===== src/rtl/tpc_cmd_sequencer_pkg.sv =====
// Shared accelerator definitions for the TPC command sequencer: opcodes,
// FSM state encoding and default geometry.
package tpc_cmd_sequencer_pkg;

  localparam int TPC_PC_W          = 20;
  localparam int TPC_INSTR_W       = 32;
  localparam int TPC_FETCH_TIMEOUT = 1024;
  localparam int TPC_PAYLOAD_W     = 28;

  localparam logic [3:0] OP_NOP      = 4'h0;
  localparam logic [3:0] OP_DISPATCH = 4'h1;
  localparam logic [3:0] OP_SYNC     = 4'h2;
  localparam logic [3:0] OP_WAIT     = 4'h3;
  localparam logic [3:0] OP_HALT     = 4'hF;

  typedef enum logic [2:0] {
    ST_IDLE,
    ST_FETCH,
    ST_EXEC,
    ST_DISPATCH,
    ST_SYNC,
    ST_WAIT,
    ST_DONE,
    ST_ERROR
  } state_t;

endpackage


===== src/rtl/tpc_cmd_sequencer_if.sv =====
// Handshake bundle between the command sequencer and its instruction memory,
// execution-unit dispatch port and barrier controller.
interface tpc_cmd_sequencer_if
  import tpc_cmd_sequencer_pkg::*;
#(
  parameter int PC_W    = TPC_PC_W,
  parameter int INSTR_W = TPC_INSTR_W
);
  logic                     imem_req;
  logic [PC_W-1:0]          imem_addr;
  logic                     imem_valid;
  logic [INSTR_W-1:0]       imem_rdata;
  logic                     cmd_valid;
  logic                     cmd_ready;
  logic [TPC_PAYLOAD_W-1:0] cmd_data;
  logic                     sync_request;
  logic                     sync_grant;

  modport master (
    output imem_req, imem_addr, cmd_valid, cmd_data, sync_request,
    input  imem_valid, imem_rdata, cmd_ready, sync_grant
  );

  modport slave (
    input  imem_req, imem_addr, cmd_valid, cmd_data, sync_request,
    output imem_valid, imem_rdata, cmd_ready, sync_grant
  );
endinterface


===== src/rtl/tpc_cmd_sequencer.sv =====
// Instruction-driven command sequencer: fetches from imem, dispatches payloads,
// handles barrier sync and execution waits, reports busy/done/error.
module tpc_cmd_sequencer
  import tpc_cmd_sequencer_pkg::*;
#(
  parameter int PC_W          = TPC_PC_W,
  parameter int INSTR_W       = TPC_INSTR_W,
  parameter int FETCH_TIMEOUT = TPC_FETCH_TIMEOUT
) (
  input  logic                clk,
  input  logic                rst_n,
  input  logic                start,
  input  logic [PC_W-1:0]     start_pc,
  input  logic                exec_busy,
  output logic                busy,
  output logic                done,
  output logic                error,
  tpc_cmd_sequencer_if.master bus
);
  // state       | meaning
  // ST_IDLE     | out of reset, waiting for start
  // ST_FETCH    | imem_req high at pc, timeout counter running
  // ST_EXEC     | decode the captured instruction
  // ST_DISPATCH | cmd_valid high with payload until cmd_ready
  // ST_SYNC     | sync_request high until sync_grant
  // ST_WAIT     | wait for exec_busy low (halt flag selects DONE)
  // ST_DONE     | program halted cleanly, done held until start
  // ST_ERROR    | bad opcode, fetch timeout or pc overflow

  localparam int               TMO_W    = $clog2(FETCH_TIMEOUT + 1);
  localparam logic [TMO_W-1:0] TMO_LOAD = TMO_W'(FETCH_TIMEOUT - 1);

  state_t                   state;
  logic [PC_W-1:0]          pc;
  logic [TMO_W-1:0]         tmo_cnt;
  logic [3:0]               op;
  logic [TPC_PAYLOAD_W-1:0] payload;
  logic                     halt;
  logic                     imem_req;
  logic                     cmd_valid;
  logic                     sync_request;
  logic [TPC_PAYLOAD_W-1:0] cmd_data;
  logic                     adv;

  assign bus.imem_req     = imem_req;
  assign bus.imem_addr    = pc;
  assign bus.cmd_valid    = cmd_valid;
  assign bus.cmd_data     = cmd_data;
  assign bus.sync_request = sync_request;

  // Instruction retired this cycle: move to pc+1 (or fault on overflow).
  always_comb begin
    adv = 1'b0;
    case (state)
      ST_EXEC:     adv = (op == OP_NOP);
      ST_DISPATCH: adv = bus.cmd_ready;
      ST_SYNC:     adv = bus.sync_grant;
      ST_WAIT:     adv = !exec_busy && !halt;
      default:     adv = 1'b0;
    endcase
  end

  always_ff @(posedge clk or negedge rst_n) begin
    if (!rst_n) begin
      state        <= ST_IDLE;
      pc           <= '0;
      tmo_cnt      <= '0;
      op           <= '0;
      payload      <= '0;
      halt         <= 1'b0;
      busy         <= 1'b0;
      done         <= 1'b0;
      error        <= 1'b0;
      imem_req     <= 1'b0;
      cmd_valid    <= 1'b0;
      cmd_data     <= '0;
      sync_request <= 1'b0;
    end else begin
      case (state)
        ST_IDLE, ST_DONE, ST_ERROR: begin
          if (start) begin
            pc       <= start_pc;
            busy     <= 1'b1;
            done     <= 1'b0;
            error    <= 1'b0;
            imem_req <= 1'b1;
            tmo_cnt  <= TMO_LOAD;
            state    <= ST_FETCH;
          end
        end
        ST_FETCH: begin
          if (bus.imem_valid) begin
            imem_req <= 1'b0;
            op       <= bus.imem_rdata[INSTR_W-1 -: 4];
            payload  <= bus.imem_rdata[TPC_PAYLOAD_W-1:0];
            state    <= ST_EXEC;
          end else if (tmo_cnt == '0) begin
            imem_req <= 1'b0;
            busy     <= 1'b0;
            error    <= 1'b1;
            state    <= ST_ERROR;
          end else begin
            tmo_cnt <= tmo_cnt - TMO_W'(1);
          end
        end
        ST_EXEC: begin
          case (op)
            OP_NOP: ;
            OP_DISPATCH: begin
              cmd_valid <= 1'b1;
              cmd_data  <= payload;
              state     <= ST_DISPATCH;
            end
            OP_SYNC: begin
              sync_request <= 1'b1;
              state        <= ST_SYNC;
            end
            OP_WAIT: begin
              halt  <= 1'b0;
              state <= ST_WAIT;
            end
            OP_HALT: begin
              halt  <= 1'b1;
              state <= ST_WAIT;
            end
            default: begin
              busy  <= 1'b0;
              error <= 1'b1;
              state <= ST_ERROR;
            end
          endcase
        end
        ST_DISPATCH: if (bus.cmd_ready) cmd_valid <= 1'b0;
        ST_SYNC:     if (bus.sync_grant) sync_request <= 1'b0;
        ST_WAIT: begin
          if (!exec_busy && halt) begin
            busy  <= 1'b0;
            done  <= 1'b1;
            state <= ST_DONE;
          end
        end
        default: state <= ST_IDLE;
      endcase

      // Later assignments win, so the retire path overrides the state above.
      if (adv) begin
        if (pc == '1) begin
          busy  <= 1'b0;
          error <= 1'b1;
          state <= ST_ERROR;
        end else begin
          pc       <= pc + PC_W'(1);
          imem_req <= 1'b1;
          tmo_cnt  <= TMO_LOAD;
          state    <= ST_FETCH;
        end
      end
    end
  end

endmodule


===== src/flat_wrapper.sv =====
// flat-port wrapper written by rule: the top's interface ports become plain ports
module tpc_cmd_sequencer_flat import tpc_cmd_sequencer_pkg::*;
#(
  parameter int PC_W          = TPC_PC_W,
  parameter int INSTR_W       = TPC_INSTR_W,
  parameter int FETCH_TIMEOUT = TPC_FETCH_TIMEOUT
)
  (clk, rst_n, start, start_pc, exec_busy, busy, done, error, bus_imem_req, bus_imem_addr, bus_cmd_valid, bus_cmd_data, bus_sync_request, bus_imem_valid, bus_imem_rdata, bus_cmd_ready, bus_sync_grant);
  tpc_cmd_sequencer_if #(.PC_W(PC_W), .INSTR_W(INSTR_W)) bus_i ();
  input  logic clk;
  input  logic rst_n;
  input  logic start;
  input  logic [PC_W-1:0] start_pc;
  input  logic exec_busy;
  output logic busy;
  output logic done;
  output logic error;
  output wire logic [$bits(bus_i.imem_req)-1:0] bus_imem_req;
  output wire logic [$bits(bus_i.imem_addr)-1:0] bus_imem_addr;
  output wire logic [$bits(bus_i.cmd_valid)-1:0] bus_cmd_valid;
  output wire logic [$bits(bus_i.cmd_data)-1:0] bus_cmd_data;
  output wire logic [$bits(bus_i.sync_request)-1:0] bus_sync_request;
  input wire logic [$bits(bus_i.imem_valid)-1:0] bus_imem_valid;
  input wire logic [$bits(bus_i.imem_rdata)-1:0] bus_imem_rdata;
  input wire logic [$bits(bus_i.cmd_ready)-1:0] bus_cmd_ready;
  input wire logic [$bits(bus_i.sync_grant)-1:0] bus_sync_grant;
  assign bus_imem_req = bus_i.imem_req;
  assign bus_imem_addr = bus_i.imem_addr;
  assign bus_cmd_valid = bus_i.cmd_valid;
  assign bus_cmd_data = bus_i.cmd_data;
  assign bus_sync_request = bus_i.sync_request;
  assign bus_i.imem_valid = bus_imem_valid;
  assign bus_i.imem_rdata = bus_imem_rdata;
  assign bus_i.cmd_ready = bus_cmd_ready;
  assign bus_i.sync_grant = bus_sync_grant;
  tpc_cmd_sequencer #(.PC_W(PC_W), .INSTR_W(INSTR_W), .FETCH_TIMEOUT(FETCH_TIMEOUT)) u_core (.clk(clk), .rst_n(rst_n), .start(start), .start_pc(start_pc), .exec_busy(exec_busy), .busy(busy), .done(done), .error(error), .bus(bus_i));
endmodule

===== config.mk =====
export PLATFORM = sky130hd
export DESIGN_NAME = tpc_cmd_sequencer_flat
export DESIGN_NICKNAME = d
export VERILOG_FILES = /design/src/rtl/tpc_cmd_sequencer_pkg.sv /design/src/rtl/tpc_cmd_sequencer_if.sv /design/src/rtl/tpc_cmd_sequencer.sv /design/src/flat_wrapper.sv
export SDC_FILE = /design/constraint.sdc
export NUM_CORES = 1
export LEC_CHECK = 0
export BUFFER_PORTS_ARGS = -buffer_cell sky130_fd_sc_hd__buf_4
export CORE_ASPECT_RATIO = 1.5
export CORE_UTILIZATION = 25
export DETAILED_ROUTE_END_ITERATION = 10
export PLACE_DENSITY_LB_ADDON = 0.3
export SLEW_MARGIN = 10
export SYNTH_ARGS = -nofsm -noshare
export SYNTH_HDL_FRONTEND = slang
export SYNTH_SLANG_ARGS = --single-unit

===== constraint.sdc =====
create_clock -name clk -period 2.6 [get_ports clk]
set_input_delay 0.39 -clock clk [delete_from_list [all_inputs] [get_ports clk]]
set_output_delay 0.39 -clock clk [all_outputs]
set_load 0.01 [all_outputs]

==> out/metrics.csv, run 1 <==
stage;metric;value;unit
cts;cts_tree;yes;
pwr;cellLeakagePower;2.876;nW
sta;relSlewSlack;59.06;%
die;core_area;19240;um2
global_routing;grt_pass1_vias;4075;
route;drt_first_pass_iters;4;
cts;clockBufferDepth;2;
sta;fmax;448.5;MHz
synthesis;avgSynthCellArea;11.33;um2
synthesis;synth.largest_area_cell;dfrtp_1;
synthesis;synth.most_common_cell;dfrtp_1;
placement;placed_cells;800;
finish;post-route-util;33.60;%
synthesis;async_reset_ff_share;100.0;%
route;viasPerCell;4.859;
finish;final_cells;816;
setup_path;r2r_cells;6;
sta;finClkSkew;6.934;ps
sta;worst_slack;370.2;ps
die;die-area;20380;um2
synthesis;synth-seq-cells;101;
route;num_vias;3965;
run_status;status;complete, no violations;
setup_path;crit_type;register to register;
cts;cts_buffers;9;
synthesis;synth_edf_count;0;
pwr;pwr_density_cell;1071;nW/um2
global_routing;grt_max_degree;46;
sta;layout_min_cycle_time;2230;ps
finish;nets;616;
cts;hold_buffers;0;
pwr;fin_total_pwr;6.920;mW
sta;fin_hold_ws;14.22;ps
route;wl_per_cell;15.95;um
die;initial_core_util;25.73;%
finish;drive_gt1_share;36.07;%
job;maxCapViolCount;0;
die;rows;62;
synthesis;synth_area;4951;um2
synthesis;synth_top_area_share;51.05;%
cts;htree_levels;3;
global_routing;overflow;0;
global_routing;grt_pass1_wl;21040;um
sta;hold_violations;0;
sta;rsz0062_at_grt;false;
sta;setup_tns;0;ps
die;io_pins;113;
cts;cts_resized;0;
sta;tightest_slew;609.5;ps
synthesis;synth_ff_type;dfrtp_1;
finish;n_antenna_cell;0;
cts;cts_setup_buffers;0;
synthesis;synth_common_cells;dfrtp_1 (101), mux2_2 (43), nor2_1 (27);
route;drc;0;
placement;dp_hpwl;9537;um
finish;final_cell_area;6464;um2
synthesis;yosysSeqAreaShare;51.05;%
global_routing;antenna_found_initial;0;
pwr;vdd_drop_max;0.4457;mV
min_path;hold_path.class;input port to asynchronous set/reset pin;
cts;clock_sinks;101;
synthesis;ys_warn_count;0;
synthesis;netlist_instances;437;
synthesis;synth_fp_nets;498;
setup_path;path_max_fanout;13;
sta;period_share;85.76;%
cts;cts_root_buf;clkbuf_16;
placement;dp_worst_setup_slack;386.8;ps
route;drt_iter0_drc;110;
synthesis;synth_cell_types;61;
setup_path;startpoint_type;register;
placement;place.gp.congestion;0.8314;
placement;port_buffers;112;
sta;maxSlewViolCount;0;
route;ant_nets;0;
sta;setup_viol;0;
die;die_x;116.9;um
setup_path;worstPathRequired;2890;ps
global_routing;grtUsageTotal;13.55;%
setup_path;endpoint_kind;register;
setup_path;crit_arrival;2520;ps
die;die_y;174.4;um
finish;area_delta_synth_final;30.55;%
route;routed_wl;13010;um
synthesis;synth_area_leaders;dfrtp_1 (51%), mux2_2 (9.8%), mux2_1 (5.0%), nor2_1 (2.0%), nor3_1 (2.0%);
cts;clkSlewWorstSetupHoldPaths;80;ps
cts;clkLatencyLatePin;350;ps
placement;dpl_cell_area;6170;um2
[layout by cell type (no fill, tap or decap), types with 8 or more instances in the layout]
cell,instances
nand4_1,11
clkbuf_16,9
nand3_1,13
nor3_1,20
mux2_2,43
dfrtp_1,101
a21oi_1,15
o221a_1,8
mux2_1,22
buf_4,130
nand2_1,26
o21ai_0,8
nor2_1,27
and3_1,10
nor2b_1,9
[critical path, stage by stage (launching register included)]
cell and delay, ps:
dfrtp_1 460, nor4_1 370, a22oi_1 210, a22oi_4 450
buf_4 280, mux2i_1 210, o221a_1 190
[final cells by class]
cell class	count	area [um2]
Inverter	2	7.507
Tap cell	256	320.3
Clock buffer	9	225.2
Fill cell	2033	12770
Sequential cell	101	2527
Timing Repair Buffer	132	1016
Clock inverter	7	68.82
Multi-Input combinational cell	309	2298
[power breakdown]
| group | internal [mW] | switching, mW | leakage, nW |
|---|---|---|---|
| Combinational | 1.45 | 1.39 | 1.52 |
| Clock | 0.675 | 0.660 | 0.143 |
| Sequential | 2.21 | 0.536 | 1.21 |
| Total | 4.34 | 2.58 | 2.88 |
[final timing paths]
path                                                     start                                end  slack (ps)
worst min-delay path                                     rst_n      u_core.payload[6]$_DFFE_PN0P_          10
worst min register to register  u_core.payload[22]$_DFFE_PN0P_     u_core.payload[22]$_DFFE_PN0P_         480
max in group asynchronous                                rst_n  u_core.bus.imem_addr[3]$_DFF_PN0_        1920
worst max-delay path                  u_core.op[0]$_DFFE_PN0P_  u_core.bus.imem_addr[5]$_DFF_PN0_         370
min in group clk                             bus_imem_rdata[1]      u_core.payload[1]$_DFFE_PN0P_         250
worst max register to register        u_core.op[0]$_DFFE_PN0P_  u_core.bus.imem_addr[5]$_DFF_PN0_         370
[state kept, by name (all words and copies together), names as in the netlist, 3 cells and up]
name                  flops
u_core.op                 4
u_core.state              3
u_core.payload           28
u_core.tmo_cnt           11
u_core.bus.imem_addr     20
u_core.bus.cmd_data      28
[logic make-up (layout without fill, tap and decap cells)]
kind of cell / count (synthesis) / in the layout / synth area share, %
muxes: 72 / 72 / 16.20
adders and majority gates: 2 / 2 / 0.5054
DFF: 101 / 101 / 51.05
AOI/OAI and AO/OA: 81 / 81 / 12.33
buffers and inverters: 27 / 150 / 2.527
and+or+nand+nor: 154 / 154 / 17.39
[routing by layer]
metal	vias up	part of all wire, %	GRT usage, %
met1	1976	39	15.42
met4	0	2.9	6.224
met3	23	4.3	2.929
li1	1873	-	-
met2	93	54	23.69
met5	-	0	0
Note: power is estimated with default switching activity, not from simulation.
==> inputs of run 2 (changes only) <==
Settings changed: GPL_TIMING_DRIVEN set to 0, RECOVER_POWER set to 100, REMOVE_ABC_BUFFERS set to 1.
==> run 2 against run 1 <==
Net effect:
- global-route usage fell by 0.57 points
- clock skew down 0.54 ps
- final cell count is 0.49% lower
- cell area decreased by 3.3%
- via count fell by 0.68%
- sequential share of layout area is 1.4 points higher
- power down 3.4%
- fmax decreased by 9.1%
- worst hold slack better by 240 ps
- largest power group is now registers
- highest routed layer unchanged
==> out/metrics.csv, run 2 (synthesis gave the netlist of run 1 again) <==
stage;metric;value;unit;change
die;die_y;174.4;um;unchanged
route;num_vias;3938;;-0.68%
finish;layout_common_cells;dfrtp_1 (99), buf_4 (63), clkbuf_1 (59);;
min_path;whs_path_depth;2;;
finish;drive_gt1_share;26.08;%;-10 points
cts;htree_levels;3;;unchanged
setup_path;critPathBufInv;2;;+1
finish;final_cell_area;6252;um2;-3.3%
setup_path;timing.rr.start;u_core.state[1]$_DFFE_PN0P_;;
finish;layout_commonest_cell;dfrtp_1;;
setup_path;crit_type;register to register;;
die;initial_core_util;25.73;%;unchanged
setup_path;endpoint_kind;register;;
cts;clockBufferDepth;2;;unchanged
sta;rsz0062_at_grt;false;;
die;rows;62;;unchanged
route;drt_iter0_drc;156;;+42%
min_path;holdPathEnd;u_core.payload[25]$_DFFE_PN0P_;;
cts;clkSlewWorstSetupHoldPaths;70;ps;about the same
placement;port_buffers;112;;unchanged
sta;setup_viol;0;;unchanged
min_path;hold_start;bus_imem_rdata[25];;
setup_path;critPathTopFamily;simple AND/OR/NAND/NOR gates;;
setup_path;slowest_stage;dfrtp_1;;
sta;fin_hold_ws;257.5;ps;+243.3 ps
route;wl_per_cell;15.53;um;-2.6%
sta;fmax;407.6;MHz;-9.1%
pwr;cellLeakagePower;2.629;nW;-8.6%
setup_path;worstPathRequired;2830;ps;-60 ps
pwr;fin_total_pwr;6.683;mW;-3.4%
sta;maxSlewViolCount;0;;unchanged
pwr;vdd_drop_max;0.3613;mV;-19%
global_routing;grtUsageTotal;12.98;%;-0.57 points
placement;place.gp.congestion;0.7778;;-6.4%
die;die-area;20380;um2;unchanged
sta;layout_min_cycle_time;2453;ps;+223.5 ps
global_routing;grt_pass1_wl;20520;um;-2.5%
route;drt_first_pass_iters;4;;unchanged
setup_path;crit_chain;nor3b_2, nand4b_1, buf_6, clkbuf_4, mux2_2;;
pwr;pwr_density_cell;1069;nW/um2;-0.16%
route;drc;0;;unchanged
sta;relSlewSlack;7.240;%;-52 points
job;maxCapViolCount;0;;unchanged
route;viasPerCell;4.850;;-0.19%
run_status;status;complete, no violations;;
route;ant_nets;0;;unchanged
finish;fillers;2079;;+2.3%
finish;nets;612;;-0.65%
setup_path;r2r_setup_slack;150;ps;-220 ps
sta;worst_slack;146.7;ps;-223.5 ps
global_routing;grt_max_degree;102;;+120%
setup_path;startpoint_type;register;;
placement;dpl_cell_area;6063;um2;-1.7%
sta;finClkSkew;6.396;ps;-0.5375 ps
sta;tightest_slew;1391;ps;+781.9 ps
cts;cts_buffers;9;;unchanged
cts;cts_tree;yes;;
setup_path;r2r_cells;5;;-1
min_path;hold_path.class;input port to register;;
cts;cts_root_buf;clkbuf_16;;
global_routing;antenna_found_initial;0;;unchanged
die;io_pins;113;;unchanged
finish;regArea;2530;um2;about the same
cts;clock_sinks;101;;unchanged
global_routing;overflow;0;;unchanged
setup_path;slowest_delay;630;ps;+170 ps
placement;dp_worst_setup_slack;-264.6;ps;-651.5 ps
global_routing;grt_pass1_vias;4101;;+0.64%
cts;hold_buffers;0;;unchanged
finish;n_antenna_cell;0;;unchanged
setup_path;path_max_fanout;16;;+3
sta;hold_violations;0;;unchanged
placement;dp_hpwl;8636;um;-9.4%
finish;multi_input_area;2328;um2;+1.3%
die;core_area;19240;um2;unchanged
finish;area_delta_synth_final;26.28;%;
setup_path;r2r_end;u_core.bus.cmd_data[11]$_DFFE_PN0P_;;
route;routed_wl;12610;um;-3.1%
setup_path;crit_arrival;2690;ps;+170 ps
cts;clkLatencyLatePin;350;ps;about the same
setup_path;startpoint;u_core.state[1]$_DFFE_PN0P_;;
sta;period_share;94.36;%;+8.6 points
die;die_x;116.9;um;unchanged
run 2: changes by cell type in the layout (fill, tap and decap cells not counted), sizes merged, moves of 2 or more:
cell    previous run  this run
buf              132        65
clkbuf             9        72
bufinv             0         2
clkinv             3         0
run 2: through the flow:
step                cells  util (%)  TNS, ps
floorplan             412         -        0
global placement      780     31.16   -34570
detailed placement    784     31.52    -1673
CTS                   809     33.68        0
global route          812     32.50        0
finish                812     32.50        0
run 2: final cells by class:
type,count,area share (%)
flip-flops and latches,101,40.46
multi-input cells,310,37.24
repair buffers,127,11.91
well taps,256,5.123
clock buffers,10,3.662
clock inverters,6,1.481
inverters,2,0.1201
run 2: worst max path at each step:
stage                     slack [ps]  cells after the start                                   to
after floorplan                  210                      3   u_core.bus.cmd_data[0]$_DFFE_PN0P_
after global placement          -680                      3   u_core.bus.cmd_data[8]$_DFFE_PN0P_
after detailed placement        -260                      5   u_core.bus.imem_addr[10]$_DFF_PN0_
after CTS                         30                      5          u_core.tmo_cnt[5]$_DFF_PN0_
after global routing              20                      5  u_core.bus.cmd_data[10]$_DFFE_PN0P_
final                            150                      5  u_core.bus.cmd_data[11]$_DFFE_PN0P_
run 2: routing by layer:
layer	global-route usage [%]	up-vias	share of wire, %
met4	4.114	0	1.3
met2	23.74	89	52
met5	0	-	0
met3	2.615	11	4.3
met1	14.72	1972	42
li1	-	1866	-
run 2: power breakdown:
part / leakage [nW] / switching [mW] / internal, mW
Sequential: 1.21 / 0.613 / 2.21
Clock: 0.150 / 0.608 / 0.851
Combinational: 1.27 / 1.28 / 1.12
run 2: timing repair:
item	4_1_cts	5_1_grt
gates resized for setup	4	3
pin swaps	2	1
buffers inserted	8	3
hold endpoints to repair	0	0
gates cloned	1	0
setup endpoints to repair	19	23
